**config.mk**
```make
export PLATFORM = sky130hd
export DESIGN_NAME = gray_code_conv_flat
export DESIGN_NICKNAME = d
export VERILOG_FILES = /design/src/rtl/gray_conv_pkg.sv /design/src/rtl/gray_code_conv_if.sv /design/src/rtl/gray_step_chk.sv /design/src/rtl/gray_code_conv.sv /design/src/flat_wrapper.sv
export SDC_FILE = /design/constraint.sdc
export NUM_CORES = 1
export LEC_CHECK = 0
export CAP_MARGIN = 20
export CORE_AREA = 3 3 40 42
export DETAILED_ROUTE_END_ITERATION = 6
export DIE_AREA = 0 0 43 45
export MAX_ROUTING_LAYER = met4
export PLACE_DENSITY = 0.5
export SLEW_MARGIN = 40
export SYNTH_ARGS = -nofsm -noshare
export SYNTH_HDL_FRONTEND = slang
export SYNTH_HIERARCHICAL = 1
export SYNTH_SLANG_ARGS = --single-unit
```
**constraint.sdc**
```tcl
create_clock -name clk -period 1 [get_ports clk]
set_clock_uncertainty 0.05 [all_clocks]
set_input_delay 0.25 -clock clk [delete_from_list [all_inputs] [get_ports clk]]
set_output_delay 0.25 -clock clk [all_outputs]
set_load 0.02 [all_outputs]
```
**src/rtl/gray_conv_pkg.sv**
```systemverilog
// Shared types and Gray/binary conversion functions for gray_code_conv.
// Functions work on a max-width word; callers zero-extend and truncate to their WIDTH.
package gray_conv_pkg;

  typedef enum logic {GC_G2B = 1'b0, GC_B2G = 1'b1} gc_mode_e;

  localparam int GC_MAX_W = 64;
  typedef logic [GC_MAX_W-1:0] gc_word_t;

  // Zero-padded upper bits contribute nothing to the prefix XOR, so one
  // max-width implementation serves every WIDTH up to GC_MAX_W.
  function automatic gc_word_t gray2bin_f(input gc_word_t g);
    gc_word_t b;
    b[GC_MAX_W-1] = g[GC_MAX_W-1];
    for (int i = GC_MAX_W - 2; i >= 0; i--) begin
      b[i] = b[i+1] ^ g[i];
    end
    return b;
  endfunction

  function automatic gc_word_t bin2gray_f(input gc_word_t b);
    return b ^ (b >> 1);
  endfunction

endpackage

```
**src/rtl/gray_code_conv_if.sv**
```systemverilog
// Handshake bus for gray_code_conv: input beat, output beat and step-error flags.
// master drives beats and accepts results; slave is the converter.
interface gray_code_conv_if
  import gray_conv_pkg::*;
#(
  parameter int WIDTH = 4
) ();

  logic             in_valid;
  logic             in_ready;
  logic [WIDTH-1:0] in_data;
  gc_mode_e         in_mode;
  logic             out_valid;
  logic             out_ready;
  logic [WIDTH-1:0] out_data;
  logic             out_step_err;
  logic             err_sticky;
  logic             err_clr;

  modport master (
    output in_valid, in_data, in_mode, out_ready, err_clr,
    input  in_ready, out_valid, out_data, out_step_err, err_sticky
  );

  modport slave (
    input  in_valid, in_data, in_mode, out_ready, err_clr,
    output in_ready, out_valid, out_data, out_step_err, err_sticky
  );

endinterface

```
**src/rtl/gray_step_chk.sv**
```systemverilog
// Single-bit-step checker for successive G2B beats, with latched error flag.
// o_step_err is combinational for the beat being offered; history updates on accept.
module gray_step_chk
  import gray_conv_pkg::*;
#(
  parameter int WIDTH = 4
) (
  input  logic             clk,
  input  logic             rst,
  input  logic             i_acc,
  input  gc_mode_e         i_mode,
  input  logic [WIDTH-1:0] i_gray,
  input  logic             i_clr,
  output logic             o_step_err,
  output logic             o_err_sticky
);

  logic [WIDTH-1:0] r_prev_gray;
  logic             r_hist_vld;
  logic             r_err_sticky;
  logic [WIDTH-1:0] w_diff;
  logic             w_multi_bit;

  // More than one bit set iff clearing the lowest set bit leaves something.
  assign w_diff      = i_gray ^ r_prev_gray;
  assign w_multi_bit = (w_diff & (w_diff - WIDTH'(1))) != '0;
  assign o_step_err  = (i_mode == GC_G2B) && r_hist_vld && w_multi_bit;
  assign o_err_sticky = r_err_sticky;

  always_ff @(posedge clk) begin
    if (rst) begin
      r_prev_gray  <= '0;
      r_hist_vld   <= 1'b0;
      r_err_sticky <= 1'b0;
    end else begin
      if (i_acc) begin
        if (i_mode == GC_G2B) begin
          r_prev_gray <= i_gray;
          r_hist_vld  <= 1'b1;
        end else begin
          r_hist_vld  <= 1'b0;
        end
      end
      if (i_acc && o_step_err) begin
        r_err_sticky <= 1'b1;
      end else if (i_clr) begin
        r_err_sticky <= 1'b0;
      end
    end
  end

endmodule

```
**src/rtl/gray_code_conv.sv**
```systemverilog
// Gray<->binary converter behind one registered valid/ready stage; 1-cycle latency, full rate.
// Stall holds the output beat; GRAY_CONV_STEP_CHECK_EN adds the G2B single-bit-step checker.
module gray_code_conv
  import gray_conv_pkg::*;
#(
  parameter int WIDTH = 4
) (
  input logic              clk,
  input logic              rst,
  gray_code_conv_if.slave  bus
);

  logic             r_out_vld;
  logic [WIDTH-1:0] r_out_dat;
  logic             r_out_err;
  logic             w_acc;
  logic             w_step_err;
  logic [WIDTH-1:0] w_conv;

  assign bus.in_ready = !r_out_vld || bus.out_ready;
  assign w_acc        = bus.in_valid && bus.in_ready;

  always_comb begin
    w_conv = WIDTH'(gray2bin_f(gc_word_t'(bus.in_data)));
    if (bus.in_mode == GC_B2G) begin
      w_conv = WIDTH'(bin2gray_f(gc_word_t'(bus.in_data)));
    end
  end

`ifdef GRAY_CONV_STEP_CHECK_EN
  gray_step_chk #(
    .WIDTH (WIDTH)
  ) u_step_chk (
    .clk          (clk),
    .rst          (rst),
    .i_acc        (w_acc),
    .i_mode       (bus.in_mode),
    .i_gray       (bus.in_data),
    .i_clr        (bus.err_clr),
    .o_step_err   (w_step_err),
    .o_err_sticky (bus.err_sticky)
  );
`else
  logic w_unused_err_clr;
  assign w_unused_err_clr = bus.err_clr;
  assign w_step_err       = 1'b0;
  assign bus.err_sticky   = 1'b0;
`endif

  always_ff @(posedge clk) begin
    if (rst) begin
      r_out_vld <= 1'b0;
      r_out_dat <= '0;
      r_out_err <= 1'b0;
    end else if (w_acc) begin
      r_out_vld <= 1'b1;
      r_out_dat <= w_conv;
      r_out_err <= w_step_err;
    end else if (bus.out_ready) begin
      r_out_vld <= 1'b0;
    end
  end

  assign bus.out_valid    = r_out_vld;
  assign bus.out_data     = r_out_dat;
  assign bus.out_step_err = r_out_err;

endmodule

```
**src/flat_wrapper.sv**
```systemverilog
// flat-port wrapper written by rule: the top's interface ports become plain ports
module gray_code_conv_flat import gray_conv_pkg::*;
#(
  parameter int WIDTH = 4
)
  (clk, rst, bus_in_valid, bus_in_data, bus_in_mode, bus_out_ready, bus_err_clr, bus_in_ready, bus_out_valid, bus_out_data, bus_out_step_err, bus_err_sticky);
  gray_code_conv_if #(.WIDTH(WIDTH)) bus_i ();
  input logic clk;
  input logic rst;
  input wire logic [$bits(bus_i.in_valid)-1:0] bus_in_valid;
  input wire logic [$bits(bus_i.in_data)-1:0] bus_in_data;
  input wire logic [$bits(bus_i.in_mode)-1:0] bus_in_mode;
  input wire logic [$bits(bus_i.out_ready)-1:0] bus_out_ready;
  input wire logic [$bits(bus_i.err_clr)-1:0] bus_err_clr;
  output wire logic [$bits(bus_i.in_ready)-1:0] bus_in_ready;
  output wire logic [$bits(bus_i.out_valid)-1:0] bus_out_valid;
  output wire logic [$bits(bus_i.out_data)-1:0] bus_out_data;
  output wire logic [$bits(bus_i.out_step_err)-1:0] bus_out_step_err;
  output wire logic [$bits(bus_i.err_sticky)-1:0] bus_err_sticky;
  assign bus_i.in_valid = bus_in_valid;
  assign bus_i.in_data = bus_in_data;
  assign bus_i.in_mode = bus_in_mode;
  assign bus_i.out_ready = bus_out_ready;
  assign bus_i.err_clr = bus_err_clr;
  assign bus_in_ready = bus_i.in_ready;
  assign bus_out_valid = bus_i.out_valid;
  assign bus_out_data = bus_i.out_data;
  assign bus_out_step_err = bus_i.out_step_err;
  assign bus_err_sticky = bus_i.err_sticky;
  gray_code_conv #(.WIDTH(WIDTH)) u_core (.clk(clk), .rst(rst), .bus(bus_i));
endmodule
```
# After elaboration in Yosys (flattened, before gate mapping)
# Index checks and enable logic that the tools add are counted.
# op_classes
reduce_logical	4
n_mux	3
bitwise	4
# op_table
cell	n
$mux 4	1
$xor 4x3->4	1
$xor 1x1->1	3
$mux 1	2
$reduce_bool 2->1	1
$logic_and 1x1->1	1
$logic_not 1->1	1
$logic_or 1x1->1	1
# word_totals
word_cells	13
output_inout_bits	8
regBits	5

# Logic depth before layout (Yosys ltp)
# Gate-level depths: netlist of run 1.
# depth
ltp_word	4
mapped_depth	4
ltp_nobuf	4

# Worst setup path after synthesis of run 1
# No wires, ideal clock.
# synth_path
kind	register to register
from	register u_core.r_out_vld, in the netlist u_core/bus.out_valid
to	register u_core.r_out_dat[0], in the netlist u_core/bus.out_data[0]
slack_ns	-0.152
path_stages_with_launch	5
setup_time_ns	0.131
t_arrival_ns	0.971
path_cell_list	dfxtp_1 nor2b_2 inv_2 o2111ai_1 o221ai_2
# synth_between
elab_chain_len	3
# synth_rtl
element	line_no	source
start, declared	gray_code_conv.sv:13	logic r_out_vld;
start signal, assigned	gray_code_conv.sv:52	r_out_vld <= 1'b0;
start signal, assigned	gray_code_conv.sv:56	r_out_vld <= 1'b1;
start signal, assigned	gray_code_conv.sv:60	r_out_vld <= 1'b0;
$logic_not 1->1	gray_code_conv.sv:20	assign bus.in_ready = !r_out_vld || bus.out_ready;
$logic_or 1x1->1	gray_code_conv.sv:20	
net bus_in_ready	flat_wrapper.sv:15	output wire logic [$bits(bus_i.in_ready)-1:0] bus_in_ready;
$logic_and 1x1->1	gray_code_conv.sv:21	assign w_acc = bus.in_valid && bus.in_ready;
end signal, assigned	gray_code_conv.sv:57	r_out_dat <= w_conv;
end, declared	gray_code_conv.sv:14	logic [WIDTH-1:0] r_out_dat;
# The timed path passes the listed nets, and every way through them passes these cells.
# A chain may end at the register's enable or synchronous reset.

# Final worst setup path of run 1
# layout_path
from	register u_core.r_out_vld, in the netlist u_core/bus.out_valid
to	output port bus_out_valid
# layout_lines
element	line_no	source
end, declared	flat_wrapper.sv:16	output wire logic [$bits(bus_i.out_valid)-1:0] bus_out_valid;
# No word-level cell between the ends.

==> results.yml, run 1 <==
status:
  run_status: "finished with violations"
  violations: "negative setup slack"
sta:
  max_clk_rate_mhz: 841
  final-max-slew-violation-count: 0
  setup_ws_final_ns: -0.188
  setup_viol_count_final: 7
  timing.final.hold_violations: 0
  fin_crit_sh: 1.19
  setup_repair_after_global_routing_missed_its_margin: "yes"
  final.min_clock_period_ns: 1.19
  totalNegativeSetupSlack_ns: -0.775
die:
  die-area_sq_um: 1940
  chipHeight_microns: 45
  fp.coreArea_sq_um: 1280
  initial_core_util: 0.216
  die_width_microns: 43
  fp-row-count: 13
  num_io_pins: 18
flow_run:
  max_cap_viol_count: 0
yosys:
  syn-instance-count: 32
  synth.yosys.warnings: 6
  synth.yosys.seq_area_share: 0.360
  mappedNetlistArea_sq_um: 278
  synth_flop_cell: "sky130_fd_sc_hd__dfxtp_1"
  synth_cell_type_count: 21
  synth_seq_cells: 5
  avgSynthCellArea_sq_um: 8.68
  synth_async_sr_flop_share: 0
  synth.area.top_cells: "sky130_fd_sc_hd__dfxtp_1 36%, sky130_fd_sc_hd__xnor2_1 6.3%, sky130_fd_sc_hd__xor2_1 6.3%"
  synth_top_cell_area_share: 0.360
  synth-edff-count: 0
  synth_top_area_cell: "sky130_fd_sc_hd__dfxtp_1"
setup_path:
  crit_family: "flip-flops"
  path_max_fanout: 2
  rrSetupSlack_ns: -0.15
  worst-endpoint-arrival_ns: 0.89
  critical_path.slowest_cell: "sky130_fd_sc_hd__dfxtp_4"
  cp-start-kind: "flip-flop"
  worstReg2RegStart: "u_core/bus.out_valid$_SDFFE_PP0P_"
  worst-path-buf-inv: 1
  critPathCaptureType: "output port"
  crit_type: "reg -> out"
  rr_endpoint: "u_core/bus.out_data[0]$_SDFFE_PP0P_"
  crit_required_ns: 0.70
  reg2reg_depth: 6
  cell_by_cell_listing_of_the_critical_path: "dlygate4sd2_1"
  worst_setup_path_startpoint: "u_core/bus.out_valid$_SDFFE_PP0P_"
  worst_path_largest_cell_delay_ns: 0.33
clock_network:
  htree_num_levels: 1
  cts_buffer_depth: 2
  tritoncts_clock_tree: "yes"
  clkLatencyLatePin_ns: 0.24
  cts.sinks: 5
  clock_transition_at_the_registers_of_the_reported_paths_ns: 0.04
  cts_hold_buf: 0
  cts_root_buf: "sky130_fd_sc_hd__clkbuf_4"
  numCtsBuffers: 3
power:
  cellPowerDensity_nw_per_um2: 1160
  design_power_total_uw: 683
  leakage_uw: 0.000257
  vdd_ir_drop_max_mv: 0.417
routing:
  drt_drc_violations_left: 0
  first_iter_violations: 1
  vias: 312
  antenna_violating_nets_post_route: 0
  detailedRoute.firstPassIterationCount: 2
  routed_wirelength_microns: 767
  vias_per_cell: 4.27
  drt-wirelength-per-cell_microns: 10.5
grt:
  globalRouteTotalUtil: 0.0986
  grt_first_pass_wirelength_microns: 1330
  via_count_of_the_first_global_routing_pass: 330
  antenna_violations_before_repair: 0
  grt-ovfl-total: 0
  grt_start_max_net_pins: 7
layout:
  layout.filler_cells: 133
  layout.nets: 69
  layout.area.seq_sq_um: 109
  syn2layout_area_growth_pct: 112
  multiInputGateArea_sq_um: 218
  layout-drive-gt1-share: 0.586
  postLayoutCoreUtil: 0.458
  num_antenna_cells: 0
min_path:
  worstHoldPathType: "in -> reg"
  worst_hold_launch: "bus_in_mode"
  timing.hold.worst_endpoint: "u_core/bus.out_data[0]$_SDFFE_PP0P_"
  min_path_cells: 3
placed_design:
  io_buffers: 14
  preCtsSetupSlack_ns: -0.753
  dp_hpwl_microns: 597
  gp_congestion: 0.681
## power breakdown
group / internal [uW] / total [uW] / switching, uW / leakage [uW]
clock: 151 / 232 / 80.8 / 0.0000150
sequential: 218 / 228 / 9.76 / 0.0000433
combinational: 119 / 224 / 105 / 0.000198
## Yosys cell counts, types with 2 or more instances
library cell,instances
sky130_fd_sc_hd__a21oi_1,3
sky130_fd_sc_hd__buf_4,2
sky130_fd_sc_hd__nor2b_1,2
sky130_fd_sc_hd__o21ai_0,2
sky130_fd_sc_hd__xnor2_1,2
sky130_fd_sc_hd__dfxtp_1,5
sky130_fd_sc_hd__xor2_1,2
## layer usage
| metal | global-route usage | part of all wire | vias to the layer above |
|---|---|---|---|
| li1 | - | - | 158 |
| met1 | 0.106 | 0.41 | 141 |
| met2 | 0.135 | 0.49 | 13 |
| met3 | 0.0319 | 0.098 | 0 |
| met4 | 0.108 | 0 | 0 |
| met5 | - | 0 | - |
## what timing repair did
item | in CTS | in global routing
setup buffers | 2 | 2
setup endpoints to repair | 11 | 10
gates resized for setup | 49 | 7
pin swaps | 4 | 6
## placed cells by master (no fill, tap or decap), types with 2 or more instances in the layout
cell type                       n
sky130_fd_sc_hd__nor2b_4        2
sky130_fd_sc_hd__dlygate4sd2_1  9
sky130_fd_sc_hd__clkbuf_4       3
sky130_fd_sc_hd__buf_4          8
sky130_fd_sc_hd__conb_1         2
sky130_fd_sc_hd__xor2_1         2
sky130_fd_sc_hd__buf_6          6
sky130_fd_sc_hd__a21oi_2        2
sky130_fd_sc_hd__dfxtp_2        4
## cells by family after synthesis
logic type	after synthesis	share of synthesized area
buf+inv	4	0.0810
flops	5	0.360
other cells	1	0.0135
xor+xnor	4	0.126
simple gates	9	0.194
compound gates	9	0.225
## worst max path at each step
stage / to / slack [ns] / cells after the start
global placement: bus_in_ready / -0.74 / 4
detailed placement: bus_in_ready / -0.75 / 4
floorplan: u_core/bus.out_data[2]$_SDFFE_PP0P_ / 0.009 / 4
global route: bus_in_ready / -0.23 / 3
CTS: bus_in_ready / -0.21 / 3
finish: bus_out_valid / -0.19 / 1
## layout make-up
class	instances	share of cell area
multi-input combinational	24	0.370
timing repair buffer	23	0.351
sequential	5	0.185
clock buffer	4	0.0447
tap	15	0.0319
inverter	2	0.0170
## worst register-to-register path, stage by stage, from the launching register on
cell and delay [ns]:
sky130_fd_sc_hd__dfxtp_4 0.33, sky130_fd_sc_hd__nor2b_4 0.16, sky130_fd_sc_hd__inv_4 0.04, sky130_fd_sc_hd__buf_4 0.12
sky130_fd_sc_hd__buf_6 0.13, sky130_fd_sc_hd__nand3b_1 0.09, sky130_fd_sc_hd__o221ai_2 0.09
## through the flow
| stage | instances | cell area, sq um | hold WS [ns] |
|---|---|---|---|
| floorplan | 33 | 299 | 0.259 |
| global placement | 67 | 495 | 0.416 |
| detailed placement | 67 | 495 | 0.422 |
| CTS | 71 | 544 | 0.432 |
| global route | 73 | 588 | 0.472 |
| finish | 73 | 588 | 0.442 |
## state kept, by name, summed over array words and instances (netlist names)
name                  count
u_core/bus.out_data       4
u_core/bus.out_valid      1
(Power assumes the default switching activity.)
==> run 2, diff against run 1 <==
Settings changed: CAP_MARGIN 20 to unset, CELL_PAD_IN_SITES_DETAIL_PLACEMENT set to 0, CELL_PAD_IN_SITES_GLOBAL_PLACEMENT set to 2, CORE_AREA 3 3 40 42 to unset, CORE_MARGIN set to 3, CORE_UTILIZATION set to 15, DIE_AREA 0 0 43 45 to unset, PLACE_DENSITY 0.5 to 0.65.
==> results.yml, run 2 (synthesis results as in run 1) <==
power:
  design_power_total_uw: 678
  leakage_uw: 0.000244
  cellPowerDensity_nw_per_um2: 1180
  vdd_ir_drop_max_mv: 0.433
placed_design:
  dp_hpwl_microns: 614
  post_dp_cell_area_sq_um: 499
  gp_congestion: 0.674
  io_buffers: 14
  preCtsSetupSlack_ns: -0.750
flow_run:
  max_cap_viol_count: 0
grt:
  grt_start_max_net_pins: 7
  globalRouteTotalUtil: 0.0785
  antenna_violations_before_repair: 0
  via_count_of_the_first_global_routing_pass: 307
  grt-ovfl-total: 0
  grt_first_pass_wirelength_microns: 1380
setup_path:
  critical_path.slowest_cell: "sky130_fd_sc_hd__dfxtp_4"
  critPathCaptureType: "output port"
  worstReg2RegStart: "u_core/bus.out_valid$_SDFFE_PP0P_"
  worst_path_largest_cell_delay_ns: 0.33
  worst_setup_path_startpoint: "u_core/bus.out_valid$_SDFFE_PP0P_"
  worst-path-buf-inv: 2
  path_max_fanout: 2
  crit_type: "reg -> out"
  worst-endpoint-arrival_ns: 0.89
  crit_required_ns: 0.70
  cp-start-kind: "flip-flop"
  cell_by_cell_listing_of_the_critical_path: "nor2b_4 -> inv_4 -> buf_6"
  crit_family: "flip-flops"
layout:
  layout.filler_cells: 179
  num_antenna_cells: 0
  syn2layout_area_growth_pct: 106
  multiInputGateArea_sq_um: 210
  fin_area_sq_um: 573
  most-common-layout-cells: "9 x sky130_fd_sc_hd__dlygate4sd2_1, 7 x sky130_fd_sc_hd__buf_4, 5 x sky130_fd_sc_hd__buf_6, 4 x sky130_fd_sc_hd__dfxtp_2, 3 x sky130_fd_sc_hd__clkbuf_4"
  layout.nets: 67
  layout-drive-gt1-share: 0.571
  largest_register_ffs: 4
  layout_commonest_cell: "sky130_fd_sc_hd__dlygate4sd2_1"
  layout.area.seq_sq_um: 109
  postLayoutCoreUtil: 0.352
routing:
  antenna_violating_nets_post_route: 0
  first_iter_violations: 7
  vias: 307
  detailedRoute.firstPassIterationCount: 2
  drt-wirelength-per-cell_microns: 9.83
  routed_wirelength_microns: 786
  vias_per_cell: 3.84
  drt_drc_violations_left: 0
clock_network:
  cts.sinks: 5
  tritoncts_clock_tree: "yes"
  cts_buffer_depth: 2
  clock_transition_at_the_registers_of_the_reported_paths_ns: 0.05
  cts_root_buf: "sky130_fd_sc_hd__clkbuf_4"
  clkLatencyLatePin_ns: 0.24
  htree_num_levels: 1
  cts_hold_buf: 0
  numCtsBuffers: 3
sta:
  setup_viol_count_final: 4
  totalNegativeSetupSlack_ns: -0.470
  fin_crit_sh: 1.19
  setup_repair_after_global_routing_missed_its_margin: "yes"
  timing.final.hold_violations: 0
  final-max-slew-violation-count: 0
  max_clk_rate_mhz: 839
  final.min_clock_period_ns: 1.19
  setup_ws_final_ns: -0.191
die:
  fp.coreArea_sq_um: 1630
  die-area_sq_um: 2400
  die_width_microns: 49.0
  fp-row-count: 14
  initial_core_util: 0.171
  chipHeight_microns: 49.0
  num_io_pins: 18
min_path:
  worst_hold_launch: "u_core/bus.out_data[3]$_SDFFE_PP0P_"
  worstHoldPathType: "reg -> reg"
status:
  violations: "negative setup slack"
  run_status: "finished with violations"
==> run 2: cell types whose count changed in the layout (fill, tap and decap cells not counted), sizes merged <==
| cell | before | now |
|---|---|---|
| buf | 14 | 12 |
==> run 2: final timing paths <==
kind | to | slack, ns | cells after the start
max | bus_in_ready | -0.19 | 3
min | u_core/bus.out_data[3]$_SDFFE_PP0P_ | 0.44 | 2
max reg2reg | u_core/bus.out_data[0]$_SDFFE_PP0P_ | -0.06 | 5
min reg2reg | u_core/bus.out_data[3]$_SDFFE_PP0P_ | 0.44 | 2
==> run 2: final cells by class <==
class	count	area share
inverter	2	0.0175
clock buffer	4	0.0459
multi-input combinational	24	0.367
timing repair buffer	21	0.328
tap	24	0.0524
sequential	5	0.190
==> run 2: layer usage <==
layer / share of wire / track usage / up-vias
met5: 0 / - / -
met4: 0 / 0.0142 / 0
met3: 0.083 / 0.0581 / 0
met2: 0.50 / 0.109 / 11
met1: 0.42 / 0.0912 / 142
li1: - / - / 154
==> run 2: worst register-to-register path, stage by stage (launching register included) <==
cell and delay, ns:
sky130_fd_sc_hd__dfxtp_4 0.33, sky130_fd_sc_hd__nor2b_4 0.16, sky130_fd_sc_hd__inv_4 0.04, sky130_fd_sc_hd__buf_4 0.15
sky130_fd_sc_hd__o2111ai_2 0.09, sky130_fd_sc_hd__o221ai_2 0.11
==> run 2: report_power, final <==
group / switching, uW / internal (uW)
registers: 10.3 / 218
clock network: 86.3 / 151
logic: 102 / 110
total: 199 / 479
==> run 2: what timing repair did <==
item                       CTS  global route
setup endpoints to repair   11            11
resized for setup           51             3
pin swaps                    5             0
setup buffers                1             1
==> run 2: per-stage QoR <==
step / hold slack, ns / cells
floorplan: 0.259 / 33
global placement: 0.422 / 75
detailed placement: 0.420 / 75
CTS: 0.435 / 79
global route: 0.469 / 80
finish: 0.435 / 80
==> run 3, diff against run 2 <==
Settings changed: PLACE_DENSITY 0.65 to 0.64.
==> results.yml, run 3 (synthesis results as in run 1) <==
status:
  run_status: "finished with violations"
  violations: "negative setup slack"
grt:
  via_count_of_the_first_global_routing_pass: 319
  grt_busiest_layer: "met2"
  grt_start_max_net_pins: 7
  grt_use_met1: 0.0971
  globalRouteTotalUtil: 0.0832
  grt_first_pass_wirelength_microns: 1440
  grt-ovfl-total: 0
  groute.layer.met3.usage: 0.0642
  antenna_violations_before_repair: 0
  grt.met2_usage: 0.106
setup_path:
  worst-path-buf-inv: 2
  crit_family: "flip-flops"
  path_max_fanout: 2
  cp-start-kind: "flip-flop"
  critPathCaptureType: "output port"
  critical_path.slowest_cell: "sky130_fd_sc_hd__dfxtp_4"
  crit_required_ns: 0.70
  worst-endpoint-arrival_ns: 0.89
  rrSetupSlack_ns: -0.05
  reg2reg_depth: 5
  rr_endpoint: "u_core/bus.out_data[0]$_SDFFE_PP0P_"
  cell_by_cell_listing_of_the_critical_path: "nor2b_4 -> inv_4 -> buf_6"
  worstReg2RegStart: "u_core/bus.out_valid$_SDFFE_PP0P_"
  crit_type: "reg -> out"
  worst_path_largest_cell_delay_ns: 0.33
min_path:
  timing.hold.worst_endpoint: "u_core/bus.out_data[0]$_SDFFE_PP0P_"
  worst_hold_launch: "bus_in_mode"
  min_path_cells: 3
  worstHoldPathType: "in -> reg"
die:
  die-area_sq_um: 2400
  die_width_microns: 49.0
  fp.coreArea_sq_um: 1630
  num_io_pins: 18
  chipHeight_microns: 49.0
  fp-row-count: 14
  initial_core_util: 0.171
layout:
  layout_commonest_cell: "sky130_fd_sc_hd__buf_4"
  syn2layout_area_growth_pct: 121
  layout.filler_cells: 178
  instances_no_fill: 83
  largest_register_ffs: 4
  most-common-layout-cells: "10 x sky130_fd_sc_hd__buf_4, 7 x sky130_fd_sc_hd__dlygate4sd2_1, 5 x sky130_fd_sc_hd__buf_6, 4 x sky130_fd_sc_hd__dfxtp_2, 3 x sky130_fd_sc_hd__clkbuf_4"
  layout-drive-gt1-share: 0.627
  multiInputGateArea_sq_um: 228
  layout.area.seq_sq_um: 109
  num_antenna_cells: 0
  layout.nets: 70
sta:
  max_clk_rate_mhz: 841
  setup_ws_final_ns: -0.189
  final-max-slew-violation-count: 0
  setup_repair_after_global_routing_missed_its_margin: "yes"
  setup_viol_count_final: 4
  hold-worst-slack_ns: 0.340
  fin_crit_sh: 1.19
  timing.final.hold_violations: 0
  final.min_clock_period_ns: 1.19
clock_network:
  cts_root_buf: "sky130_fd_sc_hd__clkbuf_4"
  htree_num_levels: 1
  cts_buffer_depth: 2
  tritoncts_clock_tree: "yes"
  clkLatencyLatePin_ns: 0.24
  clock_transition_at_the_registers_of_the_reported_paths_ns: 0.05
  numCtsBuffers: 3
  cts.sinks: 5
  cts_hold_buf: 0
placed_design:
  io_buffers: 14
  preCtsSetupSlack_ns: -0.741
  gp_congestion: 0.661
  numPlacedInstances: 75
  dp_hpwl_microns: 593
flow_run:
  max_cap_viol_count: 0
routing:
  routed_wirelength_microns: 832
  antenna_violating_nets_post_route: 0
  drt_drc_violations_left: 0
  drt-wirelength-per-cell_microns: 10.0
  detailedRoute.firstPassIterationCount: 2
  first_iter_violations: 2
  vias: 321
  vias_per_cell: 3.87
power:
  vdd_ir_drop_max_mv: 0.554
  design_power_total_uw: 698
  cellPowerDensity_nw_per_um2: 1140
  leakage_uw: 0.000268
-- run 3: changes by cell type in the layout (fill, tap and decap cells not counted) --
cell                             delta
sky130_fd_sc_hd__o21ai_1            -1
sky130_fd_sc_hd__buf_4              +3
sky130_fd_sc_hd__dlymetal6s2s_1     +1
sky130_fd_sc_hd__buf_2              +1
sky130_fd_sc_hd__xor2_1             -1
sky130_fd_sc_hd__dlygate4sd2_1      -2
sky130_fd_sc_hd__o22ai_1            +1
sky130_fd_sc_hd__nor2_2             -1
sky130_fd_sc_hd__nor2_4             +1
sky130_fd_sc_hd__o21ai_4            +1
sky130_fd_sc_hd__o22ai_2            -1
sky130_fd_sc_hd__xor2_2             +1
-- run 3: tightest hold or removal path, delay by kind of cell --
family,cells,cell delay [ns]
AOI/OAI and AO/OA,2,0.20
buffers and inverters,1,0.14
-- run 3: worst max-delay path by stage --
| stage | startpoint | endpoint | depth (start not counted) |
|---|---|---|---|
| after CTS | u_core/bus.out_valid$_SDFFE_PP0P_ | bus_in_ready | 3 |
| after detailed placement | bus_out_ready | bus_in_ready | 4 |
| after global placement | bus_out_ready | bus_in_ready | 4 |
| after global routing | u_core/bus.out_valid$_SDFFE_PP0P_ | bus_in_ready | 3 |
| after floorplan | u_core/bus.out_valid$_SDFFE_PP0P_ | u_core/bus.out_data[2]$_SDFFE_PP0P_ | 4 |
| final | u_core/bus.out_valid$_SDFFE_PP0P_ | bus_in_ready | 3 |
-- run 3: repair_timing --
| action | 4_1_cts | 5_1_grt |
|---|---|---|
| hold endpoints to repair | 0 | 0 |
| setup buffers | 2 | 4 |
| resized for setup | 58 | 3 |
| pin swaps | 3 | 3 |
| setup endpoints to repair | 11 | 11 |
-- run 3: report_power, final --
group / switching (uW) / total [uW] / leakage [uW] / internal, uW
clock network: 85.1 / 236 / 0.0000150 / 151
logic: 109 / 232 / 0.000210 / 124
registers: 10.9 / 229 / 0.0000433 / 218
total: 205 / 698 / 0.000268 / 493
-- run 3: stage by stage --
step	utilization	TNS [ns]	area, sq um
2_1_floorplan	-	0	299
3_3_place_gp	0.306	-3.74	499
3_5_place_dp	0.306	-3.71	499
4_1_cts	0.356	-0.490	581
5_1_grt	0.376	-0.669	613
6_report	0.376	-0.289	613
-- run 3: area by class of cell --
cell class / count / area share
Inverter: 2 / 0.0163
Multi-Input combinational cell: 24 / 0.371
Timing Repair Buffer: 24 / 0.343
Sequential cell: 5 / 0.178
Clock buffer: 4 / 0.0429
Tap cell: 24 / 0.0490
-- run 3: per-layer routing --
layer / vias up / part of all wire
met5: - / 0
met4: 0 / 0
met3: 0 / 0.067
met2: 11 / 0.50
met1: 151 / 0.43
li1: 159 / -
